$ cat src/rtl/div_sequencer_pkg.sv
// ============================================================================
// Module  : div_sequencer_pkg
// Purpose : Shared state encoding and sizing constants for the divide sequencer.
// Revision: 1.0 - initial release
// ============================================================================
`default_nettype none

package div_sequencer_pkg;

  localparam int DIV_CYCLES  = 32;
  localparam int DIV_STATE_W = 2;

  typedef enum logic [DIV_STATE_W-1:0] {
    DIV_IDLE = 2'b00,
    DIV_CALC = 2'b01,
    DIV_DONE = 2'b10
  } div_state_t;

endpackage : div_sequencer_pkg

`default_nettype wire

$ cat src/rtl/div_sequencer_step.sv
// ============================================================================
// Module  : div_sequencer_step
// Purpose : One combinational restoring-divide iteration (shift in a dividend
//           bit, subtract divisor when no borrow, emit the quotient bit).
// Revision: 1.0 - initial release
// ============================================================================
`default_nettype none

module div_sequencer_step #(
  parameter int WIDTH = 32
) (
  input  logic [WIDTH-1:0] i_rem,
  input  logic             i_bit,
  input  logic [WIDTH-1:0] i_divisor,
  output logic [WIDTH-1:0] o_rem,
  output logic             o_q
);

  logic [WIDTH:0]   w_shift;
  logic [WIDTH-1:0] w_sub;

  assign w_shift = {i_rem, i_bit};
  // Low bits of the difference are exact whenever the subtraction does not borrow.
  assign w_sub   = w_shift[WIDTH-1:0] - i_divisor;
  assign o_q     = (w_shift >= {1'b0, i_divisor});
  assign o_rem   = o_q ? w_sub : w_shift[WIDTH-1:0];

endmodule : div_sequencer_step

`default_nettype wire

$ cat src/rtl/div_sequencer.sv
// ============================================================================
// Module  : div_sequencer
// Purpose : Multi-cycle DIV/DIVU sequencer, WIDTH-step restoring divide with
//           pipeline stall and {remainder, quotient} result register.
//           Optional macro DIV_ZERO_FAST_EN: divide-by-zero skips the CALC steps.
// Revision: 1.0 - initial release
// ============================================================================
`default_nettype none

module div_sequencer
  import div_sequencer_pkg::*;
#(
  parameter int WIDTH = DIV_CYCLES,
  parameter int CNT_W = $clog2(WIDTH)
) (
  input  logic               clk,
  input  logic               rst,
  input  logic               start,
  input  logic               signed_div,
  input  logic [WIDTH-1:0]   opdata_a,
  input  logic [WIDTH-1:0]   opdata_b,
  input  logic               annul,
  output logic [2*WIDTH-1:0] result,
  output logic               ready,
  output logic               stall
);

  div_state_t         r_state;
  div_state_t         w_next_state;
  logic [CNT_W-1:0]   r_cnt;
  logic [WIDTH-1:0]   r_quot;
  logic [WIDTH-1:0]   r_rem;
  logic [WIDTH-1:0]   r_divisor;
  logic [WIDTH-1:0]   r_a_raw;
  logic               r_qsign;
  logic               r_rsign;
  logic               r_div_zero;
  logic [2*WIDTH-1:0] r_result;

  logic               w_accept;
  logic               w_last;
  logic               w_b_zero;
  logic               w_step_q;
  logic [WIDTH-1:0]   w_a_abs;
  logic [WIDTH-1:0]   w_b_abs;
  logic [WIDTH-1:0]   w_step_rem;
  logic [WIDTH-1:0]   w_quot_next;
  logic [WIDTH-1:0]   w_quot_fix;
  logic [WIDTH-1:0]   w_rem_fix;
  logic [2*WIDTH-1:0] w_final;

  assign w_accept = (r_state == DIV_IDLE) && start && !annul;
  assign w_b_zero = (opdata_b == '0);
  assign w_last   = (r_cnt == CNT_W'(WIDTH - 1));
  assign w_a_abs  = (signed_div && opdata_a[WIDTH-1]) ? -opdata_a : opdata_a;
  assign w_b_abs  = (signed_div && opdata_b[WIDTH-1]) ? -opdata_b : opdata_b;

  div_sequencer_step #(
    .WIDTH     (WIDTH)
  ) u_step (
    .i_rem     (r_rem),
    .i_bit     (r_quot[WIDTH-1]),
    .i_divisor (r_divisor),
    .o_rem     (w_step_rem),
    .o_q       (w_step_q)
  );

  // The dividend register shifts out its MSB each step and collects quotient bits at the LSB.
  assign w_quot_next = {r_quot[WIDTH-2:0], w_step_q};
  assign w_quot_fix  = r_qsign ? -w_quot_next : w_quot_next;
  assign w_rem_fix   = r_rsign ? -w_step_rem  : w_step_rem;
  assign w_final     = r_div_zero ? {r_a_raw, {WIDTH{1'b1}}} : {w_rem_fix, w_quot_fix};

  always_ff @(posedge clk) begin
    if (rst) begin
      r_state <= DIV_IDLE;
    end else begin
      r_state <= w_next_state;
    end
  end

  always_comb begin
    w_next_state = r_state;
    stall        = 1'b0;
    ready        = 1'b0;
    case (r_state)
      DIV_IDLE: begin
        if (start && !annul) begin
          stall = 1'b1;
`ifdef DIV_ZERO_FAST_EN
          w_next_state = w_b_zero ? DIV_DONE : DIV_CALC;
`else
          w_next_state = DIV_CALC;
`endif
        end
      end
      DIV_CALC: begin
        stall = 1'b1;
        if (w_last) begin
          w_next_state = DIV_DONE;
        end
      end
      DIV_DONE: begin
        ready        = 1'b1;
        w_next_state = DIV_IDLE;
      end
      default: begin
        w_next_state = DIV_IDLE;
      end
    endcase
    if (annul) begin
      w_next_state = DIV_IDLE;
      ready        = 1'b0;
    end
    if (rst) begin
      stall = 1'b0;
      ready = 1'b0;
    end
  end

  always_ff @(posedge clk) begin
    if (rst) begin
      r_cnt      <= '0;
      r_quot     <= '0;
      r_rem      <= '0;
      r_divisor  <= '0;
      r_a_raw    <= '0;
      r_qsign    <= 1'b0;
      r_rsign    <= 1'b0;
      r_div_zero <= 1'b0;
      r_result   <= '0;
    end else if (w_accept) begin
      r_cnt      <= '0;
      r_quot     <= w_a_abs;
      r_rem      <= '0;
      r_divisor  <= w_b_abs;
      r_a_raw    <= opdata_a;
      r_qsign    <= (opdata_a[WIDTH-1] ^ opdata_b[WIDTH-1]) & signed_div;
      r_rsign    <= opdata_a[WIDTH-1] & signed_div;
      r_div_zero <= w_b_zero;
`ifdef DIV_ZERO_FAST_EN
      if (w_b_zero) begin
        r_result <= {opdata_a, {WIDTH{1'b1}}};
      end
`endif
    end else if ((r_state == DIV_CALC) && !annul) begin
      r_cnt  <= r_cnt + CNT_W'(1);
      r_quot <= w_quot_next;
      r_rem  <= w_step_rem;
      // Result is loaded on entry to DONE so it is valid during the ready pulse.
      if (w_last) begin
        r_result <= w_final;
      end
    end
  end

  assign result = r_result;

endmodule : div_sequencer

`default_nettype wire
$ cat config.mk
export PLATFORM = sky130hd
export DESIGN_NAME = div_sequencer
export DESIGN_NICKNAME = d
export VERILOG_FILES = /design/src/rtl/div_sequencer_pkg.sv /design/src/rtl/div_sequencer_step.sv /design/src/rtl/div_sequencer.sv
export SDC_FILE = /design/constraint.sdc
export NUM_CORES = 1
export LEC_CHECK = 0
export CAP_MARGIN = 10
export CORE_AREA = 4 4 163 165
export DETAILED_ROUTE_END_ITERATION = 8
export DIE_AREA = 0 0 167 169
export GPL_TIMING_DRIVEN = 0
export PLACE_DENSITY_LB_ADDON = 0.15
export SLEW_MARGIN = 40
export SYNTH_ARGS = -nofsm -noshare
export SYNTH_HDL_FRONTEND = slang
export SYNTH_SLANG_ARGS = --single-unit
$ cat constraint.sdc
create_clock -name clk -period 5.5 [get_ports clk]
set_clock_uncertainty 0.15 [all_clocks]
set_input_delay 0.825 -clock clk [delete_from_list [all_inputs] [get_ports clk]]
set_output_delay 0.825 -clock clk [all_outputs]
set_load 0.02 [all_outputs]
==> results of run 1 <==
power by group:
group	switching (mW)	internal (mW)	total, mW
Combinational	0.936	0.522	1.46
Clock	0.643	0.950	1.59
Sequential	0.0544	1.52	1.57
Total	1.63	2.99	4.62
final timing paths:
path / from / end / cells after the start
worst max-delay path: r_divisor[3] / result[62] / 20
worst min-delay path: r_divisor[21] / r_divisor[21] / 2
worst max register to register: r_divisor[3] / result[62] / 20
worst min register to register: r_divisor[21] / r_divisor[21] / 2
per-stage QoR:
step	instance area (µm²)	total power, mW	util [%]	instances	setup WS [ps]
6_report	15900	4.62	63.4	2261	94.5
5_1_grt	15900	4.77	63.4	2261	-23.1
3_3_place_gp	14900	2.93	59.6	2216	-1260
2_1_floorplan	13200	2.51	-	1753	405
4_1_cts	15800	4.52	62.9	2257	80.9
3_5_place_dp	14900	2.94	59.6	2216	-1200
logic make-up (layout without fill, tap and decap cells):
logic type / count (synthesis) / in the layout / synth area share (%)
flip-flops: 202 / 202 / 30.7
adder cells (fa/ha/maj): 39 / 39 / 3.76
XOR/XNOR: 124 / 124 / 8.30
multiplexers: 26 / 26 / 2.01
buffers and inverters: 169 / 347 / 5.40
AO/OA/AOI/OAI: 524 / 524 / 26.6
AND/OR/NAND/NOR: 669 / 669 / 23.3
cells in the final DEF, fill, tap and decap left out, drive strengths merged, types with 6 or more instances in the layout:
cell / instances
nand2: 270
dfxtp: 202
nor2: 192
a21oi: 155
clkdlybuf4s50: 133
clkbuf: 120
o21ai: 118
xor2: 76
a211oi: 56
inv: 52
a311oi: 48
xnor2: 48
nor3: 40
ha: 38
buf: 32
nand3: 25
nor4: 24
or3: 23
mux2i: 22
a31oi: 20
o31ai: 19
nand4: 18
o41ai: 16
o211ai: 15
and3: 14
and2: 14
nand2b: 11
o21a: 9
a21o: 9
or4: 8
nand3b: 7
nor3b: 6
a41oi: 6
cell type report:
class                           instances  area, µm²  share of cell area (%)
Tap cell                              330        413                    2.60
Clock buffer                           30        632                    3.98
Buffer                                115        527                    3.32
Clock inverter                         11        139                   0.875
Timing Repair Buffer                  140       1400                    8.83
Sequential cell                       202       4040                    25.5
Inverter                               51        191                    1.21
Multi-Input combinational cell       1382       8520                    53.7
routing by layer:
layer,vias up,track usage [%]
met5,-,0
met4,0,7.15
met3,96,7.96
met2,833,48.9
met1,6726,50.7
li1,6641,-
registers in the layout (all words and copies together), names as in the netlist, 2 cells and up:
signal     flops
r_quot        32
r_a_raw       32
r_rem         32
r_cnt          5
r_state        2
result        64
r_divisor     32
timing repair:
item | 4_1_cts | 5_1_grt
setup buffers | 2 | 4
gates resized for setup | 15 | 16
setup endpoints to repair | 15 | 11
hold buffers | 0 | 0
pin swaps | 4 | 4
cloned | 0 | 1
worst reg2reg max path: stages, from the launching register on:
cell	delay [ps]
dfxtp_1	340
inv_1	110
ha_1	290
buf_4	150
nand4_1	330
nor4_4	470
a32oi_2	210
nand4_2	170
or2_4	180
buf_12	180
buf_8	190
mux2i_4	290
ha_2	240
nand2_1	70
or4_4	560
o21ai_4	200
o21ai_1	130
or3_4	380
nor4_2	320
mux2i_1	220
a21oi_1	80
==> flow_metrics.py, run 1 <==
metrics = {
    "routing": {
        "wl_met1_mm": 22.5,
        "met2_length_mm": 20.7,
        "via_per_inst": 6.32,
        "dr.pass1.iters": 6,
        "ant_nets": 0,
        "met3_length_mm": 6.09,
        "route.detailed.drc": 0,
        "route.detailed.wl_per_inst_um": 22.3,
        "drt_iter0_drc": 1776,
        "wirelength_mm": 50.4,
        "top_layer": "met4",
        "vias": 14296,
    },
    "synthesis": {
        "synth_nets": 1861,
        "yosysTopAreaCell": "dfxtp_1",
        "ys_ff_latch": 202,
        "synth-edff-count": 0,
        "ys_async_sr_fraction_pct": 0,
        "synth.top_cell.area_share_pct": 30.7,
        "netlist_instances": 1753,
        "ys_types": 84,
        "dominantRegCellSynth": "dfxtp_1",
        "yosysMostFrequentCell": "nand2_1",
        "synth_area_leaders": "dfxtp_1 31%, nand2_1 7.7%, a21oi_1 5.8%",
        "ys_seq_area_share_pct": 30.7,
        "syn_area_um2": 13200,
        "syn_area_per_cell_um2": 7.52,
        "yosys-top-cells-count": "270 x nand2_1, 202 x dfxtp_1, 192 x nor2_1, 152 x a21oi_1, 112 x o21ai_0",
        "synth-warning-count": 0,
    },
    "clock_network": {
        "cts_tree": "done",
        "insertion_delay_ps": 520,
        "cts_max_level": 1,
        "cts_sinks": 202,
        "cts_root_buf": "clkbuf_16",
        "clk_pin_slew_ps": 60,
        "cts_buffer_depth": 3,
        "numCtsBuffers": 23,
    },
    "sta": {
        "relSlewSlack_pct": 40.2,
        "fin_crit_sh_pct": 98.3,
        "holdWs_ps": 306,
        "tns_ps": 0,
        "drv_slew": 0,
        "rsz0062_at_grt": "yes",
        "fmax_ghz": 0.185,
        "setup_viol": 0,
        "tightestPinTransition_ps": 898,
        "hold_viol": 0,
        "post-route-min-period_ps": 5410,
    },
    "global_routing": {
        "antenna_found_initial": 0,
        "grt-ovfl-total": 0,
        "grt_pass1_wl_mm": 75.5,
        "grt_max_degree": 29,
        "grt_use_total_pct": 33.7,
        "grt_pass1_vias": 12833,
    },
    "worst_setup_path": {
        "crit_buf_inv": 4,
        "critPathMaxStageDelay_ps": 560,
        "cp_max_fo": 14,
        "startpoint_type": "register",
        "cp.required_ps": 5730,
        "end_kind": "register",
        "cp_top_family": "simple AND/OR/NAND/NOR gates",
        "cp_slowest_cell": "or4_4",
        "worstPathArrival_ps": 5640,
        "reg2reg_slack_ps": 90,
        "crit_chain": "inv_1 > ha_1 > buf_4 > nand4_1 > nor4_4 > a32oi_2 > nand4_2 > or2_4 > buf_12 > buf_8 > mux2i_4 > ha_2 > nand2_1 > or4_4 > o21ai_4 > o21ai_1 > or3_4 > nor4_2 > mux2i_1 > a21oi_1",
        "crit_type": "register to register",
    },
    "outcome": {
        "outcome": "completed",
    },
    "finish": {
        "n_antenna_cell": 0,
        "nets": 2023,
        "drive_gt1_share_pct": 6.21,
        "synthToLayoutAreaGrowth_pct": 20.5,
        "fillers": 2268,
    },
    "die": {
        "die_x_um": 167,
        "dieArea_um2": 28200,
        "io_pins": 135,
        "row_count": 58,
        "core_area_um2": 25000,
        "die_h_um": 169,
        "initial_core_util_pct": 52.6,
    },
    "placed_design": {
        "dp_hpwl_mm": 39.6,
        "gp_congestion": 1.01,
        "io_buffers": 133,
    },
    "pwr": {
        "p_leak_nw": 5.67,
        "power.density_nw_per_um2": 291,
        "ir_worst_vdd_v": 0.000271,
    },
    "job": {
        "cap_viol_max_count": 0,
    },
    "min_path": {
        "min_path_type": "register to register",
    },
}
(Power assumes the default switching activity.)
==> inputs of run 2 (changes only) <==
- CORE_AREA: 4 4 163 165 -> 2 2 161 163
- DIE_AREA: 0 0 167 169 -> 0 0 163 165
- GPL_ROUTABILITY_DRIVEN: default -> 0
==> run 2 against run 1 <==
Against the previous run:
- count of clock-buffer cells in the layout is 3 higher
- critical path type unchanged
- total power down 3.8%
- hold slack improved by 4.8 ps
- critical endpoint unchanged
==> flow_metrics.py, run 2 (synthesized netlist as in run 1, its figures left out) <==
metrics = {
    "outcome": {
        "outcome": "completed",
    },
    "min_path": {
        "worstHoldPathCells": 2,
        "hold_end": "r_a_raw[21]",
        "min_from": "r_a_raw[21]",
        "min_path_type": "register to register",
    },
    "routing": {
        "route.detailed.drc": 0,
        "dr.pass1.iters": 8,
        "wirelength_mm": 47.7,
        "vias": 14304,
        "ant_nets": 0,
        "route.detailed.wl_per_inst_um": 21.1,
        "drt_iter0_drc": 1751,
        "via_per_inst": 6.34,
    },
    "finish": {
        "n_antenna_cell": 0,
        "drive_gt1_share_pct": 5.77,
        "fillers": 2286,
        "synthToLayoutAreaGrowth_pct": 19.6,
        "nets": 2019,
        "final_common_cell": "nand2_1",
        "utilization_pct": 62.9,
        "final_cell_mix": "270 x nand2_1, 202 x dfxtp_1, 192 x nor2_1",
        "largest_reg_flops": 64,
    },
    "worst_setup_path": {
        "crit_type": "register to register",
        "timing.critical_path.mode_cell": "nor4_4",
        "worstPathArrival_ps": 5710,
        "end_kind": "register",
        "crit_chain": "inv_1 > ha_1 > buf_4 > nand4_1 > nor4_4 > a32oi_2 > nand4_2 > or2_1 > buf_6 > buf_12 > buf_8 > mux2i_4 > ha_4 > nand2_1 > or4_4 > o21ai_4 > o21ai_1 > or3_4 > nor4_4 > mux2i_1 > a21oi_1",
        "reg2reg_from": "r_divisor[3]",
        "cp_slowest_cell": "or4_4",
        "r2r_cells": 21,
        "critPathMaxStageDelay_ps": 570,
        "r2r_end": "result[62]",
        "startpoint_type": "register",
        "cp.required_ps": 5720,
        "reg2reg_slack_ps": 10,
        "cp_max_fo": 19,
    },
    "die": {
        "io_pins": 135,
        "core_area_um2": 25000,
        "dieArea_um2": 26900,
        "die_x_um": 163,
        "die_h_um": 165,
        "row_count": 58,
        "initial_core_util_pct": 52.6,
    },
    "clock_network": {
        "cts_tree": "done",
        "cts_buffer_depth": 3,
        "cts_root_buf": "clkbuf_16",
        "cts_sinks": 202,
        "clk_pin_slew_ps": 60,
        "cts_max_level": 1,
        "numCtsBuffers": 23,
        "insertion_delay_ps": 520,
    },
    "placed_design": {
        "dp_hpwl_mm": 37.2,
        "io_buffers": 133,
    },
    "global_routing": {
        "gr-usage-met1_pct": 48.2,
        "grt_pass1_wl_mm": 72.0,
        "gr-usage-met3_pct": 9.64,
        "grt-ovfl-total": 0,
        "grt_use_total_pct": 34.5,
        "grt-busiest-layer": "met2",
        "grt_pass1_vias": 12998,
        "grt_max_degree": 20,
        "use_met2_pct": 51.1,
        "antenna_found_initial": 0,
    },
    "sta": {
        "fin_crit_sh_pct": 99.8,
        "rsz0062_at_grt": "yes",
        "post-route-min-period_ps": 5490,
        "relSlewSlack_pct": 42.9,
        "hold_viol": 0,
        "setup_viol": 0,
        "tightestPinTransition_ps": 857,
        "drv_slew": 0,
        "fmax_ghz": 0.182,
    },
    "pwr": {
        "fin_total_pwr_mw": 4.44,
        "ir_worst_vdd_v": 0.000212,
        "p_leak_nw": 5.62,
        "power.density_nw_per_um2": 282,
    },
    "job": {
        "cap_viol_max_count": 0,
    },
}
run 2: changes by cell type in the layout (fill, tap and decap cells not counted), moves of 2 or more:
cell and change:
ha_2 -2, clkbuf_1 +2, clkinvlp_4 -2, buf_4 -4
bufinv_16 -3
run 2: area by class of cell:
cell class / instances / area [µm²] / share of cell area, %
Multi-Input combinational cell: 1382 / 8540 / 54.2
Inverter: 51 / 191 / 1.22
Tap cell: 330 / 413 / 2.62
Buffer: 116 / 538 / 3.41
Clock inverter: 6 / 33.8 / 0.214
Timing Repair Buffer: 135 / 1350 / 8.55
Sequential cell: 202 / 4040 / 25.7
Clock buffer: 33 / 653 / 4.15
run 2: repair_timing:
action                                 CTS  global route
hold buffers                             0             0
resized for setup                       13            18
setup buffers                            2             0
endpoints found under the hold margin    0             0
setup endpoints to repair               13            12
pin swaps                                5             2
run 2: how the worst max path moves through the flow:
| stage | startpoint | to | slack (ps) | depth (start not counted) |
|---|---|---|---|---|
| global route | r_quot[31] | result[62] | -90 | 20 |
| CTS | r_divisor[10] | result[62] | 2 | 21 |
| global placement | r_divisor[3] | result[62] | -880 | 23 |
| floorplan | r_rem[11] | result[62] | 410 | 21 |
| finish | r_divisor[3] | result[62] | 10 | 21 |
| detailed placement | r_divisor[2] | result[62] | -980 | 22 |
run 2: per-stage QoR:
stage               area [µm²]  setup WS [ps]  hold WS (ps)  std cells  TNS [ps]
global route             15800          -89.7           327       2255     -93.4
finish                   15800           13.0           311       2255         0
floorplan                13200            405           281       1753         0
CTS                      15700           2.13           305       2256         0
detailed placement       14900           -976           297       2216     -6690
global placement         14900           -878           293       2216     -6170
run 2: critical path: cells and delay by family, from the launching register on:
family,cells,cell delay [ps]
AOI/OAI and AO/OA,4,640
adders and majority gates,2,470
buffers and inverters,5,800
DFF,1,330
muxes,2,530
and+or+nand+nor,8,2400
run 2: metal layers:
layer / vias up / part of all wire (%)
met5: - / 0
met4: 0 / 3.7
met3: 122 / 12
met2: 871 / 41
met1: 6681 / 43
li1: 6630 / -
run 2: report_power, final:
group / switching (mW) / leakage (nW) / internal (mW)
logic: 0.921 / 3.63 / 0.512
clock network: 0.619 / 0.343 / 0.821
registers: 0.0547 / 1.64 / 1.52
==> inputs of run 3 (changes only) <==
- CORE_AREA: 2 2 161 163 -> 2 2 146 148
- DIE_AREA: 0 0 163 165 -> 0 0 148 150
- DONT_BUFFER_PORTS: default -> 1
- GPL_TIMING_DRIVEN: 0 -> default
- clock period: 5.5 -> 6 ns (I/O delays scaled with it)
==> run 3 against run 2 <==
Against the previous run:
- via count decreased by 8.5%
- count of clock-buffer cells in the layout decreased by 2
- register-to-register slack improved by 640 ps
- non-clock buffer count decreased by 233
- combinational power decreased by 21%
- core utilization increased by 4.3 points
- critical path type unchanged
==> flow_metrics.py, run 3 (synthesized netlist as in run 1, its figures left out) <==
metrics = {
    "outcome": {
        "outcome": "completed",
    },
    "clock_network": {
        "cts-hold-fix-buffers": 0,
        "cts_buffer_depth": 3,
        "cts_resized": 0,
        "cts_sinks": 202,
        "cts_root_buf": "clkbuf_16",
        "insertion_delay_ps": 530,
        "numCtsBuffers": 22,
        "cts_tree": "done",
        "cts_max_level": 1,
        "post-cts-setup-buffers": 0,
        "clk_pin_slew_ps": 60,
    },
    "placed_design": {
        "dp_hpwl_mm": 30.0,
        "io_buffers": 0,
        "placedCellCount": 1928,
    },
    "worst_setup_path": {
        "reg2reg_from": "r_rem[5]",
        "r2r_cells": 18,
        "crit_type": "register to register",
        "r2r_end": "result[62]",
        "worstPathArrival_ps": 5600,
        "end_kind": "register",
        "startpoint_type": "register",
        "cp.required_ps": 6250,
        "cp_max_fo": 13,
        "reg2reg_slack_ps": 650,
    },
    "finish": {
        "nets": 1785,
        "drive_gt1_share_pct": 6.38,
        "final_common_cell": "nand2_1",
        "final_cell_mix": "269 x nand2_1, 200 x dfxtp_1, 191 x nor2_1",
        "instances_no_fill": 1968,
        "synthToLayoutAreaGrowth_pct": 5.60,
        "largest_reg_flops": 64,
    },
    "pwr": {
        "p_seq_share_pct": 36.4,
        "p_leak_nw": 5.00,
        "power.density_nw_per_um2": 284,
        "switching_power_mw": 1.37,
        "power.share.clock_pct": 35.1,
        "p_comb_share_pct": 28.5,
        "ir_worst_vdd_v": 0.000236,
        "cellInternalPower_mw": 2.59,
        "p_sw_share_pct": 34.5,
    },
    "routing": {
        "route.detailed.wl_per_inst_um": 21.1,
        "via_per_inst": 6.65,
        "drt_iter0_drc": 1630,
        "wirelength_mm": 41.6,
        "ant_nets": 0,
        "route.detailed.drc": 0,
        "vias": 13088,
        "dr.pass1.iters": 6,
    },
    "sta": {
        "fmax_ghz": 0.187,
        "relSlewSlack_pct": 46.8,
        "drv_slew": 0,
        "setup_viol": 0,
        "tightestPinTransition_ps": 792,
        "post-route-min-period_ps": 5350,
        "hold_viol": 0,
        "rsz0062_at_grt": "no",
        "holdWs_ps": 297,
        "tns_ps": 0,
        "fin_crit_sh_pct": 89.2,
    },
    "die": {
        "core_area_um2": 20700,
        "row_count": 53,
        "dieArea_um2": 22200,
        "io_pins": 135,
        "initial_core_util_pct": 63.7,
        "die_x_um": 148,
        "die_h_um": 150,
    },
    "min_path": {
        "min_from": "rst",
        "worstHoldPathCells": 1,
        "min_path_type": "primary input to register",
        "hold_end": "result[1]",
    },
    "global_routing": {
        "grt_pass1_vias": 11923,
        "grt-ovfl-total": 0,
        "grt_use_total_pct": 36.4,
        "antenna_found_initial": 1,
        "grt_max_degree": 134,
        "grt_pass1_wl_mm": 64.7,
    },
    "job": {
        "cap_viol_max_count": 0,
    },
}
[run 3: cell count changes in the layout (fill, tap and decap cells not counted), moves of 5 or more]
cell / before / now
buf_2: 9 / 0
clkdlybuf4s50_1: 133 / 0
buf_4: 7 / 17
buf_1: 5 / 0
clkbuf_1: 95 / 2
buf_6: 6 / 1
[run 3: how the worst max path moves through the flow]
stage                        startpoint    endpoint  slack [ps]  cells after the start
final                          r_rem[5]  result[62]         650                     18
after global routing           r_rem[3]  result[62]         390                     18
after CTS                      r_rem[5]  result[62]         820                     18
after detailed placement  r_divisor[18]  result[62]         850                     19
after global placement         r_rem[5]  result[62]        1040                     18
after floorplan               r_rem[11]  result[62]         910                     21
[run 3: critical path: stages (launching register included)]
cell,delay (ps)
dfxtp_1,440
ha_1,410
a21oi_1,250
o21ai_1,200
a221oi_2,350
a21oi_2,180
or2_2,370
o21ai_0,340
ha_1,250
nor3b_1,350
nand2_1,90
or3_1,330
o21ai_0,90
buf_4,160
o21ai_0,220
or3_4,440
nor4_2,300
mux2i_1,220
a21oi_1,80
[run 3: power groups by stage]
stage	registers [mW]	clock network, mW	logic (mW)
2_1_floorplan	1.45	0	0.848
3_3_place_gp	1.46	0	1.06
3_5_place_dp	1.47	0	1.07
4_1_cts	1.44	1.39	1.08
5_1_grt	1.44	1.45	1.20
6_report	1.44	1.39	1.13
[run 3: through the flow]
step / area (µm²) / worst slack, ps / utilization, % / power, mW
2_1_floorplan: 13200 / 905 / - / 2.30
3_3_place_gp: 13100 / 1040 / 63.5 / 2.53
3_5_place_dp: 13200 / 853 / 63.6 / 2.54
4_1_cts: 13900 / 820 / 67.2 / 3.91
5_1_grt: 13900 / 387 / 67.2 / 4.10
6_report: 13900 / 648 / 67.3 / 3.95
[run 3: final cells by class]
type	count	area (µm²)
fillers	1808	6780
multi-input cells	1382	8450
well taps	275	344
flip-flops and latches	202	4050
diodes	1	2.50
clock inverters	8	90.1
inverters	51	191
clock buffers	31	654
repair buffers	18	139
[run 3: metal layers]
layer / GRT usage (%) / up-vias / part of all wire, %
met1: 51.2 / 6099 / 42
met5: 0 / - / 0
met2: 54.3 / 725 / 42
li1: - / 6171 / -
met3: 11.0 / 93 / 13
met4: 9.48 / 0 / 2.8
